===== config.mk =====
export PLATFORM = sky130hd
export DESIGN_NAME = mux_n_reg
export DESIGN_NICKNAME = d
export VERILOG_FILES = /design/src/rtl/mux_n_pkg.sv /design/src/rtl/mux_n_comb.sv /design/src/rtl/mux_n_reg.sv
export SDC_FILE = /design/constraint.sdc
export NUM_CORES = 1
export LEC_CHECK = 0
export ABC_CLOCK_PERIOD_IN_PS = 1800
export CAP_MARGIN = 40
export CORE_UTILIZATION = 38
export DETAILED_ROUTE_END_ITERATION = 7
export PLACE_DENSITY = 0.7
export SLEW_MARGIN = 15
export SYNTH_ARGS = -nofsm -noshare
export SYNTH_HDL_FRONTEND = slang
export SYNTH_HIERARCHICAL = 1
export SYNTH_SLANG_ARGS = --single-unit

===== constraint.sdc =====
create_clock -name clk -period 1.8 [get_ports clk]
set_input_delay 0.18 -clock clk [delete_from_list [all_inputs] [get_ports clk]]
set_output_delay 0.18 -clock clk [all_outputs]
set_load 0.05 [all_outputs]

===== src/rtl/mux_n_pkg.sv =====
// Shared defaults, occupancy encoding and select-width helper for the
// registered N-way select stage.
package mux_n_pkg;

  localparam int DEFAULT_WIDTH = 32;
  localparam int DEFAULT_N     = 3;
  localparam int MAX_N         = 16;

  typedef enum logic [1:0] {
    EMPTY = 2'd0,
    ONE   = 2'd1,
    FULL  = 2'd2
  } state_t;

  // Two inputs still need one select bit.
  function automatic int sel_width(input int n);
    return (n <= 2) ? 1 : $clog2(n);
  endfunction

endpackage


===== src/rtl/mux_n_comb.sv =====
// Combinational N-way select; any select value at or beyond N yields zero.
module mux_n_comb
  import mux_n_pkg::*;
#(
  parameter  int WIDTH = DEFAULT_WIDTH,
  parameter  int N     = DEFAULT_N,
  localparam int SEL_W = sel_width(N)
) (
  input  logic [N*WIDTH-1:0] in_data,
  input  logic [SEL_W-1:0]   sel,
  output logic [WIDTH-1:0]   data
);

  always_comb begin
    data = '0;
    for (int k = 0; k < N; k++) begin
      if (sel == SEL_W'(k)) data = in_data[k*WIDTH +: WIDTH];
    end
  end

endmodule


===== src/rtl/mux_n_reg.sv =====
// Registered N-way select with valid/ready and a one-entry skid buffer.
// Optional macro MUX_N_SEL_ERR_EN adds a sticky out-of-range select flag (sel_err).
//
//   state | meaning
//   EMPTY | nothing held; main and skid invalid
//   ONE   | main register holds the beat presented downstream
//   FULL  | main held and stalled, skid holds the next beat; in_ready low
module mux_n_reg
  import mux_n_pkg::*;
#(
  parameter  int WIDTH = DEFAULT_WIDTH,
  parameter  int N     = DEFAULT_N,
  localparam int SEL_W = sel_width(N)
) (
  input  logic               clk,
  input  logic               rst_n,
  input  logic [N*WIDTH-1:0] in_data,
  input  logic [SEL_W-1:0]   sel,
  input  logic               in_valid,
  output logic               in_ready,
  output logic [WIDTH-1:0]   out_data,
  output logic               out_valid,
  input  logic               out_ready,
  input  logic               flush
`ifdef MUX_N_SEL_ERR_EN
  ,
  output logic               sel_err
`endif
);

  logic [WIDTH-1:0] sel_data;
  logic [WIDTH-1:0] skid_data;
  logic             skid_valid;
  logic             accept;
  state_t           state;

  mux_n_comb #(
    .WIDTH (WIDTH),
    .N     (N)
  ) u_comb (
    .in_data (in_data),
    .sel     (sel),
    .data    (sel_data)
  );

  // Ready comes from the skid flag only, so out_ready never reaches in_ready.
  assign in_ready = ~skid_valid && rst_n;
  assign accept   = in_valid && in_ready;

  always_comb begin
    state = EMPTY;
    if (skid_valid)     state = FULL;
    else if (out_valid) state = ONE;
  end

  always_ff @(posedge clk) begin
    if (!rst_n) begin
      out_valid  <= 1'b0;
      out_data   <= '0;
      skid_valid <= 1'b0;
      skid_data  <= '0;
    end else if (flush) begin
      out_valid  <= 1'b0;
      skid_valid <= 1'b0;
    end else begin
      case (state)
        EMPTY: begin
          if (accept) begin
            out_data  <= sel_data;
            out_valid <= 1'b1;
          end
        end
        ONE: begin
          if (accept && out_ready) begin
            out_data <= sel_data;
          end else if (accept) begin
            skid_data  <= sel_data;
            skid_valid <= 1'b1;
          end else if (out_ready) begin
            out_valid <= 1'b0;
          end
        end
        FULL: begin
          if (out_ready) begin
            out_data   <= skid_data;
            skid_valid <= 1'b0;
          end
        end
        default: begin
          out_valid  <= 1'b0;
          skid_valid <= 1'b0;
        end
      endcase
    end
  end

`ifdef MUX_N_SEL_ERR_EN
  logic sel_oob;
  assign sel_oob = (32'(sel) >= 32'(N));

  // Set on any handshake with a bad select, including one later flushed.
  always_ff @(posedge clk) begin
    if (!rst_n)                 sel_err <= 1'b0;
    else if (accept && sel_oob) sel_err <= 1'b1;
  end
`endif

  a_hold_stable : assert property (@(posedge clk) disable iff (!rst_n)
    out_valid && !out_ready && !flush |=> out_valid && $stable(out_data));

  a_skid_needs_main : assert property (@(posedge clk) disable iff (!rst_n)
    skid_valid |-> out_valid);

  a_flush_empties : assert property (@(posedge clk) disable iff (!rst_n)
    flush |=> !out_valid && !skid_valid);

endmodule

# After elaboration in Yosys (flattened, before gate mapping)
# Index checks and enable logic that the tools add are counted.
word_totals:
  latch_bits: 0
  word_cells: 48
  mem_count: 0
  rom_bits: 0
  ramBits: 0
  in_bits: 103
  register_bits: 66
  out_inout_bits: 34
op_classes:
  multipliers: 0
  n_mux: 16
  magnitude_cmp: 0
  n_div: 0
  shifts: 0
  addsub: 0
  n_eq_ne: 11
  bitwise: 6
  n_reduce_logical: 11
op_table:
  columns: ["cell", "count"]
  rows:
  - ["32-bit two-way mux", 6]
  - ["32-bit case mux with 3 select lines", 1]
  - ["2-bit != test, second input constant", 7]
  - ["5-bit AND reduction", 2]
  - ["4-bit AND reduction", 2]
  - ["1-bit two-way mux", 6]
  - ["1-bit inverter", 6]
  - ["1-bit case mux with 3 select lines", 2]
  - ["2-bit by 1-bit equality test with 1-bit output, second input constant", 2]
  - ["2-bit equality test, second input constant", 2]
  - ["2-bit zero test", 2]
  - ["1-bit logical AND", 3]
  - ["3-bit nonzero test", 1]
  - ["2-bit two-way mux", 1]
  - ["2-bit OR reduction", 1]

# Logic depth before layout (Yosys ltp)
# Gate-level depths: netlist (run 1).
depth:
  ltp_word: 6
  mapped_depth: 8
  depth_no_buf: 5

# Cells and area by module
# The synthesis (run 1) kept the hierarchy.
modules_own_cells:
  columns: ["mod", "cells_each", "n_inst", "area_each_um2", "seq_area_each_um2"]
  rows:
  - ["mux_n_reg", 307, 1, 2981.6, 1321.3]
  - ["mux_n_comb", 77, 1, 787.0, 0.0]

# Least setup slack after synthesis (run 1)
# No wires, ideal clock.
synth_timing:
  path_kind: "reg2reg"
  start: "reg out_valid"
  end: "reg out_data[0]"
  period_less_slack_ns: 1.615
  arrival_ns: 1.496
  required_time_ns: 1.681
  path_buffers: 2
  slack_ns: 0.185
  stages_incl_launch_ff: 6
  setup_ns: 0.119
  cell_sequence: "dfxtp_1 o21bai_2 and3b_1 buf_6 buf_6 o221a_1"
synth_between:
  elab_chain_cells: 5
  word_cells_on_any_way: 11
  cone_classes: "eq/ne (5); mux (3); reduce/logical (3)"
synth_rtl:
  columns: ["item", "line", "source"]
  rows:
  - ["start: declaration", "mux_n_reg.sv:22", "output logic out_valid,"]
  - ["start signal: assignment", "mux_n_reg.sv:58", "out_valid <= 1'b0;"]
  - ["start signal: assignment", "mux_n_reg.sv:63", "out_valid <= 1'b0;"]
  - ["start signal: assignment", "mux_n_reg.sv:70", "out_valid <= 1'b1;"]
  - ["1-bit two-way mux (*)", "mux_n_reg.sv:53", "else if (out_valid) state = ONE;"]
  - ["2-bit two-way mux (*)", "mux_n_reg.sv:52", "if (skid_valid) state = FULL;"]
  - ["2-bit by 1-bit equality test with 1-bit output, or another cell as far along", "mux_n_reg.sv:66", "case (state)"]
  - ["2-bit != test (no line) or 3-bit nonzero test (tied branches)", null, null]
  - ["5-bit AND reduction (no line)", null, null]
  - ["end signal: assignment", "mux_n_reg.sv:69", "out_data <= sel_data;"]
  - ["end signal: assignment", "mux_n_reg.sv:75", "out_data <= sel_data;"]
  - ["end signal: assignment", "mux_n_reg.sv:85", "out_data <= skid_data;"]
  - ["end: declaration", "mux_n_reg.sv:21", "output logic [WIDTH-1:0] out_data,"]
# Every way passes the cells marked *; elsewhere a longest branch is shown, timed or not.
# A chain may end at the register's enable or synchronous reset.

# Final worst setup path (run 1)
layout_timing:
  start: "reg out_data[9]"
  end: "out out_data[9]"
# No word-level cell between the ends.

==> results of run 1 <==
==> state kept, by name (all words and copies together), names as in the netlist <==
| name | count |
|---|---|
| out_data | 32 |
| skid_valid | 1 |
| out_valid | 1 |
| skid_data | 32 |
==> per-stage QoR <==
| step | hold WS (ns) | instances | util |
|---|---|---|---|
| detailed placement | 0.471 | 626 | 0.553 |
| global placement | 0.464 | 625 | 0.550 |
| global route | 0.199 | 640 | 0.572 |
| floorplan | 0.256 | 384 | - |
| finish | 0.193 | 640 | 0.572 |
| CTS | 0.184 | 640 | 0.572 |
==> cells in the mapped netlist (2+ instances only) <==
master and instances:
and3b_1 2, buf_6 12, nand2b_1 2, nand3_1 32, buf_4 5, nand2_1 32, nor2b_1 2, o21ai_1 32
a21boi_1 32, o2bb2ai_1 22, clkbuf_1 12, buf_2 13, mux2i_1 64, o221a_1 32, a21oi_1 2, dfxtp_1 66
o2bb2ai_2 10, buf_1 4
==> cell type report <==
class	instances	area, um2	area share
multi-input cells	272	2160	0.400
repair buffers	159	1570	0.291
flip-flops and latches	66	1320	0.246
clock buffers	12	165	0.0307
well taps	129	161	0.0300
clock inverters	2	12.5	0.00232
==> worst max path at each step <==
stage                                endpoint                 startpoint
floorplan            out_data[0]$_SDFFE_PN0P_     out_valid$_SDFFE_PP0P_
global placement     out_data[4]$_SDFFE_PN0P_                  out_ready
detailed placement  out_data[29]$_SDFFE_PN0P_                  out_ready
CTS                              out_data[26]  out_data[26]$_SDFFE_PN0P_
global route                     out_data[25]  out_data[25]$_SDFFE_PN0P_
finish                            out_data[9]   out_data[9]$_SDFFE_PN0P_
==> cell families after synthesis <==
logic type | after synthesis
AOI/OAI and AO/OA | 132
buffers and inverters | 46
muxes | 64
DFF | 66
and+or+nand+nor | 76
==> layer usage <==
metal	track usage	wire [um]	share of wire	vias up
li1	-	-	-	1700
met1	0.258	4680	0.44	1661
met2	0.375	5250	0.49	103
met3	0.0573	652	0.061	8
met4	0.0479	104	0.0097	0
met5	0	0	0	-
==> report_power, final <==
part | internal, mW | total (mW) | leakage (nW) | switching, mW
combinational | 0.444 | 0.885 | 1.36 | 0.441
clock | 0.595 | 1.14 | 0.0903 | 0.545
sequential | 1.50 | 1.53 | 0.536 | 0.0253
==> worst reg2reg max path: cells and delay by family, from the launching register on <==
kind / cells / cell delay, ns
AO/OA/AOI/OAI: 2 / 0.24
buffers and inverters: 2 / 0.50
flip-flops: 1 / 0.46
AND/OR/NAND/NOR: 1 / 0.15
==> results.yml, run 1 <==
worst_setup_path:
  crit_buf_inv: 1
  crit_chain: "clkdlybuf4s50_1"
  regToRegEndpoint: "skid_data[23]$_SDFFE_PN0P_"
  rrSetupSlack_ns: 0.38
  r2r_start: "skid_valid$_SDFFE_PP0P_"
  end_kind: "primary output"
  start_kind: "flip-flop"
  worst_path_max_delay_cell: "clkdlybuf4s50_1"
  slowest_delay_ns: 0.83
  worstPathMaxFanout: 2
  critical_path_arrival_ns: 1.53
  path_class: "flip-flop to primary output"
  crit_cells: 1
  critPathRequiredTime_ns: 1.62
  critPathTopFamily: "buffers and inverters"
  rr_worst_depth: 5
grt:
  grt_pass1_wl_um: 17000
  grt_pass1_vias: 3457
  grt.total_usage: 0.213
  grt.overflow.total: 0
  grt_max_degree: 34
  grt_antenna_before_repair: 0
logic_synthesis:
  ys_ff_latch: 66
  synthArstFlopShare: 0
  yosysTopAreaCellShare: 0.351
  synth_edf_count: 0
  syn_avg_cell_area_um2: 9.81
  netlist_top_cells_area: "dfxtp_1 35%, mux2i_1 17%, o221a_1 9.6%, a21boi_1 6.4%, o2bb2ai_1 5.1%"
  synth_area_um2: 3770
  syn-num-nets: 487
  synth-compound-area-share: 0.300
  synthSimpleGateAreaFrac: 0.0999
  ys_seq_area_frac: 0.351
  syn_inst: 384
  synth-xor-area-share: 0
  ys.flop_type: "dfxtp_1"
  synth_cell_types: 26
  yosys.area.top_type: "dfxtp_1"
  synth_adder_area_share: 0
  synth_top_family_by_area: "compound AO/OA/AOI/OAI gates"
  synthMuxAreaShare: 0.170
  yosys_warnings: 6
layout:
  drive_gt1_frac: 0.112
  fillers: 843
  diodes: 0
  syn_to_final_growth_pct: 42.9
  final_common_cell: "clkdlybuf4s50_1"
  layout.nets: 611
  final_cell_area_um2: 5390
  layout_common_cells: "130 x clkdlybuf4s50_1, 65 x dfxtp_1, 64 x mux2i_1"
hold_path:
  worst_hold_path.num_cells: 2
  min_path_type: "primary input to flip-flop"
  whs_endpoint: "out_data[11]$_SDFFE_PN0P_"
  hp-start: "rst_n"
clock_tree:
  cts_post_setup_buffers_inserted: 0
  cts-root-buf: "clkbuf_8"
  ctsResizeCount: 0
  hold_buffers: 0
  cts_tree: "built"
  cts_sinks: 66
  cts.path.max_buffers: 2
  cts-buffers-inserted: 9
  path_clk_slew_ns: 0.07
  clk_latency_ns: 0.34
  ctsHtreeMaxLevel: 3
floorplan:
  initial_core_util: 0.400
  dieArea_um2: 10300
  ios: 137
  fp.dieW_um: 102
  rows: 35
  coreArea_um2: 9420
  die_h_um: 102
drt:
  drtIter0Drc: 137
  first_pass_iters: 4
  routed_wl_um: 10700
  via_count: 3472
  viasPerCell: 5.43
  wl_per_cell_um: 16.7
  ant_nets: 0
  drc_errors: 0
pwr:
  ir_worst_vdd_mv: 0.465
  p_leak_nw: 1.98
  total_power_mw: 3.55
  p_per_area_nw_per_um2: 660
timing:
  min_period_ns: 1.71
  period_share: 0.950
  rsz0062_at_grt: "no"
  fmax_mhz: 585
  slew_violations: 0
  hold_viol_final: 0
  postLayoutSetupSlackWorst_ns: 0.0907
  skew_ns: 0.00997
  tightest_slew_ns: 0.538
  setup-tns-final_ns: 0
  setup-violations-final: 0
  max_slew_margin: 0.640
place:
  post_dp_cell_area_um2: 5210
  numPortBuffers: 136
  place.gp.congestion: 0.736
  hpwl_um: 7410
  place_ws_ns: 0.0762
status:
  status: "completed"
flow_run:
  max_cap_violations: 0
Note: power is estimated with default switching activity, not from simulation.
==> inputs of run 2 (changes only) <==
==> constraint.sdc (replaced) <==
create_clock -name clk -period 1.8 [get_ports clk]
set_input_delay 0.36 -clock clk [delete_from_list [all_inputs] [get_ports clk]]
set_output_delay 0.36 -clock clk [all_outputs]
set_load 0.05 [all_outputs]
==> run 2 against run 1 <==
Net effect:
- flip-flop and latch count did not move
- critical path depth grew 4
- via count up 0.17%
- count of clock-buffer cells in the layout unchanged
- combinational power increased by 0.5%
- global-route usage is 0.12 points higher
- clock skew down 0.00051 ns
- die area unchanged
- utilization is 0.19 points higher
- non-clock buffer count is 4 higher
- final cell count is 0.94% higher
- highest routed layer unchanged
==> results.yml, run 2 (synthesis gave the netlist of run 1 again) <==
floorplan:
  fp.dieW_um: 102
  rows: 35
  initial_core_util: 0.400
  die_h_um: 102
  ios: 137
  coreArea_um2: 9420
  dieArea_um2: 10300
drt:
  via_count: 3478
  viasPerCell: 5.38
  first_pass_iters: 4
  drc_errors: 0
  ant_nets: 0
  wl_per_cell_um: 16.6
  drtIter0Drc: 104
  routed_wl_um: 10800
worst_setup_path:
  crit_buf_inv: 2
  slowest_delay_ns: 0.48
  critPathRequiredTime_ns: 2.02
  end_kind: "flip-flop"
  worstPathMaxFanout: 24
  crit_chain: "clkdlybuf4s50_1, o21bai_2, and3b_1, buf_12, o221a_1"
  critPathTopFamily: "buffers and inverters"
  start_kind: "primary input"
  path_class: "primary input to flip-flop"
  worst_path_max_delay_cell: "clkdlybuf4s50_1"
  critical_path_arrival_ns: 1.74
pwr:
  p_sw_frac: 0.280
  p_leak_nw: 2.08
  power.switching_mw: 1.03
  ir_worst_vdd_mv: 0.399
  clkPwrFrac: 0.345
  internal-power_mw: 2.66
  comb_power_share: 0.241
  seqPwrFrac: 0.414
  p_per_area_nw_per_um2: 683
timing:
  setup-violations-final: 0
  fmax_mhz: 657
  slew_violations: 0
  min_period_ns: 1.52
  hold_viol_final: 0
  rsz0062_at_grt: "no"
  period_share: 0.845
  setup-tns-final_ns: 0
  skew_ns: 0.00947
  max_slew_margin: 0.689
  tightest_slew_ns: 0.466
  holdWs_ns: 0.398
layout:
  fillers: 847
  final_common_cell: "clkdlybuf4s50_1"
  seqCellArea_um2: 1320
  drive_gt1_frac: 0.180
  final_cell_area_um2: 5400
  top_regs: "out_data (32), skid_data (32)"
  layout_common_cells: "99 x clkdlybuf4s50_1, 65 x dfxtp_1, 64 x mux2i_1"
  syn_to_final_growth_pct: 43.4
  multi_input_area_um2: 2160
  layout.nets: 615
  diodes: 0
grt:
  grt.overflow.total: 0
  grt.total_usage: 0.214
  grt_antenna_before_repair: 0
  grt_pass1_wl_um: 17200
  grt_max_degree: 34
  grt_pass1_vias: 3533
place:
  post_dp_cell_area_um2: 5200
  place.gp.congestion: 0.726
  numPortBuffers: 136
  hpwl_um: 7620
clock_tree:
  hold_buffers: 0
  cts-root-buf: "clkbuf_8"
  ctsHtreeMaxLevel: 3
  path_clk_slew_ns: 0.08
  cts.path.max_buffers: 2
  cts_sinks: 66
  cts-buffers-inserted: 9
  clk_latency_ns: 0.33
  ctsResizeCount: 0
  cts_tree: "built"
  cts_post_setup_buffers_inserted: 0
flow_run:
  max_cap_violations: 0
status:
  status: "completed"
hold_path:
  min_path_type: "primary input to flip-flop"
[run 2: layout make-up]
type	count	area share
Tap cell	129	0.0299
Clock inverter	4	0.00926
Multi-Input combinational cell	272	0.399
Clock buffer	12	0.0287
Sequential cell	66	0.245
Timing Repair Buffer	163	0.288
[run 2: metrics by stage]
step | cells | utilization | total power [mW] | worst slack [ns]
after floorplan | 384 | - | 2.06 | 0.0701
after global placement | 629 | 0.549 | 2.44 | -0.0779
after detailed placement | 630 | 0.552 | 2.46 | -0.0578
after CTS | 646 | 0.574 | 3.73 | 0.301
after global routing | 646 | 0.574 | 3.84 | 0.228
final | 646 | 0.574 | 3.69 | 0.279
[run 2: layer usage]
metal  part of all wire  track usage  vias to the layer above
met2               0.51        0.386                       93
met3              0.052       0.0317                        8
met4             0.0080       0.0658                        0
met1               0.43        0.261                     1664
li1                   -            -                     1713
met5                  0            0                        -
[run 2: power groups by stage]
stage	Combinational (mW)	Clock, mW	Sequential (mW)
global route	0.951	1.36	1.53
global placement	0.874	0	1.56
floorplan	0.363	0	1.69
detailed placement	0.894	0	1.56
CTS	0.896	1.30	1.53
finish	0.889	1.28	1.53
[run 2: final timing paths]
| path | from | endpoint | slack (ns) | cells after the start |
|---|---|---|---|---|
| setup / recovery | out_ready | out_data[17]$_SDFFE_PN0P_ | 0.28 | 5 |
| hold / removal | rst_n | out_data[8]$_SDFFE_PN0P_ | 0.40 | 2 |
| hold reg to reg | skid_data[31]$_SDFFE_PN0P_ | skid_data[31]$_SDFFE_PN0P_ | 0.48 | 2 |
| setup reg to reg | skid_valid$_SDFFE_PP0P_ | skid_data[25]$_SDFFE_PN0P_ | 0.37 | 5 |
==> inputs of run 3 (changes only) <==
--- a/config.mk
+++ b/config.mk
@@ -5,7 +5,7 @@
 export SDC_FILE = /design/constraint.sdc
 export NUM_CORES = 1
 export LEC_CHECK = 0
-export ABC_CLOCK_PERIOD_IN_PS = 1800
+export ABC_CLOCK_PERIOD_IN_PS = 1400
 export CAP_MARGIN = 40
 export CORE_UTILIZATION = 38
 export DETAILED_ROUTE_END_ITERATION = 7
==> constraint.sdc (replaced) <==
create_clock -name clk -period 1.4 [get_ports clk]
set_input_delay 0.28 -clock clk [delete_from_list [all_inputs] [get_ports clk]]
set_output_delay 0.28 -clock clk [all_outputs]
set_load 0.05 [all_outputs]
==> run 3 against run 2 <==
Net effect:
- global-route usage grew 1.2 points
- highest routed layer unchanged
- sequential power up 30%
- flip-flop and latch count stayed put
- hold slack lost 0.14 ns
- combinational power up 47%
- register-to-register slack lost 0.31 ns
- worst setup slack got worse by 0.23 ns
- final cell count increased by 0.62%
- critical path depth is 2 higher
==> results.yml, run 3 (synthesis gave the netlist of run 1 again) <==
layout:
  final_cell_area_um2: 5970
  fillers: 770
  final_core_util: 0.634
  syn_to_final_growth_pct: 58.3
  final_common_cell: "clkdlybuf4s50_1"
  layout.nets: 619
  top_regs: "out_data (32), skid_data (32)"
  diodes: 0
  drive_gt1_frac: 0.194
  layout_common_cells: "98 x clkdlybuf4s50_1, 64 x dfxtp_1, 63 x mux2i_1"
worst_setup_path:
  critPathRequiredTime_ns: 1.68
  path_class: "primary input to flip-flop"
  worstPathMaxFanout: 8
  critical_path_arrival_ns: 1.64
  end_kind: "flip-flop"
  start_kind: "primary input"
timing:
  period_share: 0.969
  hold_viol_final: 0
  fmax_mhz: 737
  setup-violations-final: 0
  tightest_slew_ns: 0.455
  holdWs_ns: 0.256
  postLayoutSetupSlackWorst_ns: 0.0439
  min_period_ns: 1.36
  slew_violations: 0
  skew_ns: 0.0109
  max_slew_margin: 0.697
floorplan:
  ios: 137
  initial_core_util: 0.400
  dieArea_um2: 10300
  die_h_um: 102
  fp.dieW_um: 102
  rows: 35
  coreArea_um2: 9420
hold_path:
  min_path_type: "primary input to flip-flop"
pwr:
  total_power_mw: 5.15
  p_per_area_nw_per_um2: 864
  ir_worst_vdd_mv: 0.554
  p_leak_nw: 2.25
clock_tree:
  cts-root-buf: "clkbuf_8"
  path_clk_slew_ns: 0.08
  clk_latency_ns: 0.35
  cts_tree: "built"
  ctsHtreeMaxLevel: 3
  hold_buffers: 0
  cts_sinks: 66
  cts.path.max_buffers: 2
  cts-buffers-inserted: 9
grt:
  grt.overflow.total: 0
  grt_pass1_wl_um: 17900
  grt_max_degree: 42
  grt.total_usage: 0.226
  grt_pass1_vias: 3646
  grt_antenna_before_repair: 0
drt:
  first_pass_iters: 4
  via_count: 3592
  ant_nets: 0
  viasPerCell: 5.53
  drc_errors: 0
  routed_wl_um: 11600
  drtIter0Drc: 142
  wl_per_cell_um: 17.9
place:
  post_dp_cell_area_um2: 5640
  place_ws_ns: -0.405
  numPortBuffers: 136
  hpwl_um: 7480
  place.gp.congestion: 0.721
flow_run:
  max_cap_violations: 0
status:
  status: "completed"
[run 3: cell count changes in the layout (fill, tap and decap cells not counted), moves of 2 or more]
cell       previous run  this run
buf_4                54        17
clkbuf_16             0         2
buf_6                 0         5
buf_12                6        39
dfxtp_4               0         2
[run 3: routing by layer]
metal  wire length [um]  vias to the layer above  GRT usage
met2               5930                      122      0.405
met3                755                       14     0.0366
met1               4780                     1732      0.272
met5                  0                        -          0
li1                   -                     1724          -
met4                168                        0     0.0780
[run 3: worst paths after layout]
check | to | start | depth (start not counted) | slack (ns)
max | skid_data[27]$_SDFFE_PN0P_ | out_ready | 7 | 0.04
min | out_valid$_SDFFE_PP0P_ | rst_n | 2 | 0.26
max reg2reg | out_data[22]$_SDFFE_PN0P_ | skid_valid$_SDFFE_PP0P_ | 4 | 0.06
min reg2reg | skid_data[10]$_SDFFE_PN0P_ | skid_data[10]$_SDFFE_PN0P_ | 2 | 0.48
[run 3: worst max-delay path: stages]
cell and delay, ns:
clkdlybuf4s50_1 0.44, buf_4 0.16, nor3b_4 0.19, buf_6 0.16, buf_6 0.16, nand3_1 0.09, a21boi_1 0.14
[run 3: what timing repair did]
| item | CTS | global route |
|---|---|---|
| endpoints found under the setup margin | 28 | 27 |
| gates cloned | 0 | 3 |
| pin swaps | 0 | 1 |
| gates resized for setup | 3 | 6 |
| buffers inserted | 0 | 1 |
| hold endpoints to repair | 0 | 0 |
[run 3: cell type report]
cell class / count / area [um2] / area share
multi-input combinational: 272 / 2190 / 0.367
clock buffer: 10 / 138 / 0.0231
clock inverter: 6 / 87.6 / 0.0147
timing repair buffer: 167 / 2060 / 0.346
tap: 129 / 161 / 0.0271
sequential: 66 / 1330 / 0.223
[run 3: per-stage QoR]
stage          TNS, ns  cells
2_1_floorplan        0    384
3_3_place_gp    -23.27    629
3_5_place_dp    -21.69    630
4_1_cts              0    646
5_1_grt        -0.0757    650
6_report             0    650
[run 3: power by group]
part,internal (mW),switching [mW],leakage [nW]
combinational,0.721,0.590,1.60
sequential,1.93,0.0637,0.537
clock,1.06,0.796,0.113
total,3.70,1.45,2.25
